$ cat config.mk
export PLATFORM = sky130hd
export DESIGN_NAME = dual_grant_sequencer_flat
export DESIGN_NICKNAME = d
export VERILOG_FILES = /design/src/rtl/dual_grant_sequencer_if.sv /design/src/rtl/dual_grant_sequencer.sv /design/src/flat_wrapper.sv
export SDC_FILE = /design/constraint.sdc
export NUM_CORES = 1
export LEC_CHECK = 0
export ABC_CLOCK_PERIOD_IN_PS = 2400
export CORE_MARGIN = 4
export CORE_UTILIZATION = 35
export CTS_CLUSTER_SIZE = 40
export DETAILED_ROUTE_END_ITERATION = 10
export GPL_ROUTABILITY_DRIVEN = 0
export PLACE_DENSITY = 0.68
export SETUP_SLACK_MARGIN = 0.3
export SYNTH_ARGS = -nofsm -noshare
export SYNTH_HDL_FRONTEND = slang
export SYNTH_SLANG_ARGS = --single-unit
$ cat constraint.sdc
create_clock -name clk -period 2.4 [get_ports clk]
set_clock_uncertainty 0.15 [all_clocks]
set_input_delay 0.24 -clock clk [delete_from_list [all_inputs] [get_ports clk]]
set_output_delay 0.24 -clock clk [all_outputs]
set_load 0.1 [all_outputs]
$ cat src/rtl/dual_grant_sequencer_if.sv
// Grant-sequencer bus: request/pending vector, encoder codes coming back,
// and the grant valid/ready handshake with its status outputs.
//   master : the sequencer (drives pend, grant outputs, busy, gnt_cnt)
//   slave  : requester / encoder / grant consumer side
interface dual_grant_sequencer_if #(
    parameter int N_REQ  = 12,
    parameter int CODE_W = 4,
    parameter int CNT_W  = 8
) ();
    logic [N_REQ-1:0]  req_in;
    logic [N_REQ-1:0]  pend;
    logic [CODE_W-1:0] first;
    logic [CODE_W-1:0] second;
    logic              gnt_valid;
    logic              gnt_ready;
    logic [CODE_W-1:0] gnt_code;
    logic [N_REQ-1:0]  gnt_onehot;
    logic              busy;
    logic [CNT_W-1:0]  gnt_cnt;

    modport master (
        input  req_in, first, second, gnt_ready,
        output pend, gnt_valid, gnt_code, gnt_onehot, busy, gnt_cnt
    );

    modport slave (
        output req_in, first, second, gnt_ready,
        input  pend, gnt_valid, gnt_code, gnt_onehot, busy, gnt_cnt
    );
endinterface

$ cat src/rtl/dual_grant_sequencer.sv
// Dual grant sequencer.
// Holds sticky pending bits for N_REQ request lines, presents them to an
// external dual-priority encoder, and issues up to two grants per round
// (encoder first code, then second code) over a valid/ready handshake.
// Accepted grants clear their pending bit and bump a wrapping counter.
// Ports:
//   clk  - rising-edge clock
//   rst  - synchronous active-high reset
//   bus  - dual_grant_sequencer_if.master (req_in/pend, first/second,
//          gnt_valid/gnt_ready/gnt_code/gnt_onehot, busy, gnt_cnt)
//
// state | meaning
// IDLE  | no grant offered; evaluates encoder codes for a new round
// G1    | offering first_q, waiting for accept
// G2    | offering second_q, waiting for accept
module dual_grant_sequencer #(
    parameter int N_REQ  = 12,
    parameter int CODE_W = 4,
    parameter int CNT_W  = 8
) (
    input  logic                 clk,
    input  logic                 rst,
    dual_grant_sequencer_if.master bus
);
    typedef enum logic [1:0] {
        S_IDLE = 2'd0,
        S_G1   = 2'd1,
        S_G2   = 2'd2
    } state_t;

    localparam logic [CODE_W-1:0] MAX_CODE = CODE_W'(N_REQ);

    state_t            r_state;
    state_t            w_next;
    logic [N_REQ-1:0]  r_pend;
    logic [CODE_W-1:0] r_first_q;
    logic [CODE_W-1:0] r_second_q;
    logic [CNT_W-1:0]  r_cnt;

    logic              w_first_ok;
    logic              w_second_ok;
    logic              w_valid;
    logic [CODE_W-1:0] w_code;
    logic [N_REQ-1:0]  w_onehot;
    logic              w_accept;
    logic [N_REQ-1:0]  w_clr;

    function automatic logic [N_REQ-1:0] f_onehot(input logic [CODE_W-1:0] code);
        logic [N_REQ-1:0] v;
        v = '0;
        for (int k = 1; k <= N_REQ; k++) begin
            if (code == CODE_W'(k)) v[k-1] = 1'b1;
        end
        return v;
    endfunction

    // Out-of-range encoder codes are treated as "no request".
    assign w_first_ok  = (bus.first  != '0) && (bus.first  <= MAX_CODE);
    assign w_second_ok = (bus.second != '0) && (bus.second <= MAX_CODE);

    assign w_accept = w_valid & bus.gnt_ready;
    assign w_clr    = w_accept ? w_onehot : '0;

    // State register
    always_ff @(posedge clk) begin
        if (rst) r_state <= S_IDLE;
        else     r_state <= w_next;
    end

    // Next-state logic
    always_comb begin
        w_next = r_state;
        case (r_state)
            S_IDLE: if (w_first_ok) w_next = S_G1;
            S_G1:   if (w_accept)   w_next = (r_second_q != '0) ? S_G2 : S_IDLE;
            S_G2:   if (w_accept)   w_next = S_IDLE;
            default:                w_next = S_IDLE;
        endcase
    end

    // Output logic: decoded only from registered state and captured codes
    always_comb begin
        w_valid = 1'b0;
        w_code  = '0;
        case (r_state)
            S_G1: begin
                w_valid = 1'b1;
                w_code  = r_first_q;
            end
            S_G2: begin
                w_valid = 1'b1;
                w_code  = r_second_q;
            end
            default: begin
                w_valid = 1'b0;
                w_code  = '0;
            end
        endcase
        w_onehot = f_onehot(w_code);
    end

    // Datapath: pending vector, round capture, grant counter
    always_ff @(posedge clk) begin
        if (rst) begin
            r_pend     <= '0;
            r_first_q  <= '0;
            r_second_q <= '0;
            r_cnt      <= '0;
        end else begin
            // A set on the same edge as a clear wins, so a re-request is never lost.
            r_pend <= (r_pend & ~w_clr) | bus.req_in;
            // Codes are sampled only at round start; later requests wait for the next round.
            if (r_state == S_IDLE && w_first_ok) begin
                r_first_q  <= bus.first;
                r_second_q <= w_second_ok ? bus.second : '0;
            end
            if (w_accept) r_cnt <= r_cnt + 1'b1;
        end
    end

    assign bus.pend       = r_pend;
    assign bus.gnt_valid  = w_valid;
    assign bus.gnt_code   = w_code;
    assign bus.gnt_onehot = w_onehot;
    assign bus.busy       = (r_state != S_IDLE);
    assign bus.gnt_cnt    = r_cnt;
endmodule

$ cat src/flat_wrapper.sv
// flat-port wrapper written by rule: the top's interface ports become plain ports
module dual_grant_sequencer_flat 
#(
    parameter int N_REQ  = 12,
    parameter int CODE_W = 4,
    parameter int CNT_W  = 8
)
  (clk, rst, bus_req_in, bus_first, bus_second, bus_gnt_ready, bus_pend, bus_gnt_valid, bus_gnt_code, bus_gnt_onehot, bus_busy, bus_gnt_cnt);
  dual_grant_sequencer_if #(.N_REQ(N_REQ), .CODE_W(CODE_W), .CNT_W(CNT_W)) bus_i ();
  input  logic clk;
  input  logic rst;
  input wire logic [$bits(bus_i.req_in)-1:0] bus_req_in;
  input wire logic [$bits(bus_i.first)-1:0] bus_first;
  input wire logic [$bits(bus_i.second)-1:0] bus_second;
  input wire logic [$bits(bus_i.gnt_ready)-1:0] bus_gnt_ready;
  output wire logic [$bits(bus_i.pend)-1:0] bus_pend;
  output wire logic [$bits(bus_i.gnt_valid)-1:0] bus_gnt_valid;
  output wire logic [$bits(bus_i.gnt_code)-1:0] bus_gnt_code;
  output wire logic [$bits(bus_i.gnt_onehot)-1:0] bus_gnt_onehot;
  output wire logic [$bits(bus_i.busy)-1:0] bus_busy;
  output wire logic [$bits(bus_i.gnt_cnt)-1:0] bus_gnt_cnt;
  assign bus_i.req_in = bus_req_in;
  assign bus_i.first = bus_first;
  assign bus_i.second = bus_second;
  assign bus_i.gnt_ready = bus_gnt_ready;
  assign bus_pend = bus_i.pend;
  assign bus_gnt_valid = bus_i.gnt_valid;
  assign bus_gnt_code = bus_i.gnt_code;
  assign bus_gnt_onehot = bus_i.gnt_onehot;
  assign bus_busy = bus_i.busy;
  assign bus_gnt_cnt = bus_i.gnt_cnt;
  dual_grant_sequencer #(.N_REQ(N_REQ), .CODE_W(CODE_W), .CNT_W(CNT_W)) u_core (.clk(clk), .rst(rst), .bus(bus_i));
endmodule
==> results.json <==
{
  "holdPathEnd": "u_core.bus.pend[8]$_SDFF_PP0_",
  "max_freq_mhz": 445,
  "path_max_fanout": 7,
  "first_pass_iters": 4,
  "min_from": "u_core.bus.pend[8]$_SDFF_PP0_",
  "clk_pin_slew_worst_paths_ns": 0.06,
  "ys_seq_elements": 30,
  "wl_per_cell_um": 13.0,
  "drt-total-wl_um": 4130,
  "drt_iter0_markers": 62,
  "grt-ovfl-total": 0,
  "p_leak_nw": 1.10,
  "io_pins": 61,
  "grt_pass1_vias": 1456,
  "track_usage_pct": 15.8,
  "htreeDepth": 2,
  "status": "finished clean",
  "critPathKind": "register to output port",
  "final.setup.tns_ns": 0,
  "finalCritPeriodShare_pct": 93.7,
  "peakVddDrop_mv": 0.516,
  "synth_top_area_share_pct": 42.0,
  "chipHeight_um": 71.9,
  "yosysTopAreaCell": "dfxtp_1",
  "drive_above_1_share_pct": 41.3,
  "initial_utilization_pct": 37.6,
  "reg2regPathDepth": 10,
  "die_w_um": 71.9,
  "setup_viol": 0,
  "nNetsFinal": 295,
  "fin_area_mm2": 0.00269,
  "reg2reg_slack_ns": 0.41,
  "cts_tree": "built",
  "final_util_pct": 70.8,
  "drc": 0,
  "dieArea_mm2": 0.00517,
  "nFillCells": 299,
  "synth_nets": 208,
  "yosys-top-cells-area": "dfxtp_1, a21oi_1, nor2_1, o21ai_0, inv_1",
  "cts_hold_buf": 0,
  "syn_inst": 181,
  "fin_cells": 317,
  "relSlewSlack_pct": 74.4,
  "rsz0062_at_grt": "true",
  "cpPeakStageDelay_ns": 0.33,
  "power_per_cell_area_mw_per_mm2": 871,
  "timing.rr.end": "u_core.bus.pend[5]$_SDFF_PP0_",
  "cpMaxStageDelayCell": "dfxtp_2",
  "r2r-start": "u_core.r_state[1]$_SDFFE_PP0P_",
  "hp-class": "register to register",
  "drv_slew": 0,
  "ys_seq_area_share_pct": 42.0,
  "cts.sinks": 30,
  "dpl-instance-area_mm2": 0.00232,
  "syn_avg_cell_area_um2": 7.90,
  "required_ns": 2.01,
  "worst_skew_pair.late_latency_ns": 0.28,
  "syn_area_mm2": 0.00143,
  "antenna_cells": 0,
  "dp_cells": 286,
  "area_delta_synth_final_pct": 88.1,
  "cp-start-kind": "register",
  "yosysUniqueCellTypes": 31,
  "core-area_mm2": 0.00380,
  "drt.antenna.violating_nets": 0,
  "post-dp-hpwl_um": 2950,
  "end_kind": "output port",
  "final_hold_viol_count": 0,
  "worstMarginPinSlew_ns": 0.379,
  "min_delay_path_depth": 2,
  "port_buffers": 60,
  "fp-row-count": 22,
  "crit_path_cell_trace": "buf_4 -> ha_4 -> a22oi_2 -> nand2b_4 -> clkinvlp_4 -> or2_4 -> nor2_4 -> buf_12",
  "yosys_warnings": 0,
  "vias": 1576,
  "grt_max_degree": 26,
  "ctsRootBufferMaster": "clkbuf_8",
  "final.min_clock_period_ns": 2.25,
  "drv_cap": 0,
  "numCtsBuffers": 5,
  "crit_arrival_ns": 1.86,
  "clk_path_buf_depth": 2,
  "grt_pass1_wl_um": 6530,
  "startpoint": "u_core.r_state[1]$_SDFFE_PP0P_",
  "viasPerCell": 4.97,
  "antenna_found_initial": 0
}
cells by family (layout without fill, tap and decap cells):
| family | after synthesis | after routing | synth area share (%) |
|---|---|---|---|
| fa+ha+maj | 4 | 4 | 3.50 |
| simple gates | 67 | 67 | 22.1 |
| mux | 2 | 2 | 1.40 |
| xor+xnor | 7 | 7 | 4.29 |
| flops | 30 | 30 | 42.0 |
| buf+inv | 24 | 112 | 6.91 |
| compound gates | 47 | 47 | 19.8 |
synth_stat cells:
library cell	instances
dfxtp_1	30
a22oi_1	2
buf_2	1
nand2_1	17
buf_6	1
and2_1	3
nor3_1	2
ha_1	4
or4_4	1
nand4_1	5
xnor2_1	1
o22ai_1	1
o21ai_0	14
clkbuf_1	5
or2_2	1
o21a_1	1
a22o_1	2
xor2_1	6
nor2_1	23
o211ai_1	1
a21boi_1	1
nor2b_1	1
inv_1	17
nand4b_1	2
a22oi_2	2
a21oi_1	20
mux2i_1	2
o41ai_1	3
and3_1	3
nand2b_1	1
nand3_1	8
cell type report:
| cell class | count | area, um^2 | share of cell area (%) |
|---|---|---|---|
| Multi-Input combinational cell | 127 | 953 | 35.4 |
| Timing Repair Buffer | 87 | 908 | 33.8 |
| Sequential cell | 30 | 606 | 22.5 |
| Clock buffer | 6 | 82.6 | 3.07 |
| Inverter | 17 | 67.6 | 2.51 |
| Tap cell | 48 | 60.1 | 2.23 |
| Clock inverter | 2 | 12.5 | 0.465 |
worst max-delay path, delay by kind of cell, from the launching register on:
family	cells	cell delay [ns]
AOI/OAI and AO/OA	1	0.14
DFF	1	0.33
and+or+nand+nor	3	0.55
adders and majority gates	1	0.18
buffers and inverters	3	0.38
through the flow:
step | total power, mW | setup WS, ns | hold WS, ns
5_1_grt | 2.46 | 0.0565 | 0.346
2_1_floorplan | 1.47 | -0.415 | 0.184
4_1_cts | 2.28 | 0.115 | 0.331
6_report | 2.34 | 0.152 | 0.327
3_3_place_gp | 1.68 | 0.317 | 0.310
3_5_place_dp | 1.69 | 0.290 | 0.320
worst max path at each step:
stage / end / slack, ns / depth (start not counted)
floorplan: bus_gnt_onehot[0] / -0.41 / 8
global placement: bus_gnt_onehot[6] / 0.32 / 6
detailed placement: bus_gnt_onehot[3] / 0.29 / 6
CTS: bus_gnt_onehot[1] / 0.12 / 8
global route: bus_gnt_onehot[1] / 0.06 / 8
finish: bus_gnt_onehot[1] / 0.15 / 8
power by group:
part           internal [mW]  total, mW  switching, mW
Sequential             0.566      0.623         0.0571
Combinational          0.472       1.30          0.829
Clock                  0.230      0.420          0.190
Total                   1.27       2.34           1.08
metal layers:
metal	part of all wire [%]	wire length [um]	global-route usage [%]
met4	0.82	34	6.47
met2	46	1880	24.8
met1	47	1930	20.7
met5	0	0	0
met3	6.9	285	4.02
placed cells by master, fill, tap and decap left out, types with 6 or more instances in the layout:
master           count
xor2_1               6
clkdlybuf4s50_1     22
nand2_1             15
buf_12              16
nor2_1              12
buf_4               49
nor2_4              11
o21ai_0             14
dfxtp_1             28
inv_1               14
a21oi_1             20
clkbuf_8             6
state kept, by name, summed over array words and instances (netlist names):
name and flops:
u_core.bus.pend 12, u_core.r_state 2, u_core.r_first_q 4, u_core.r_second_q 4, u_core.bus.gnt_cnt 8
timing repair:
item | in CTS | in global routing
pin swaps | 6 | 9
gates resized for setup | 13 | 7
setup buffers | 16 | 7
setup endpoints to repair | 12 | 14
(Power assumes the default switching activity.)
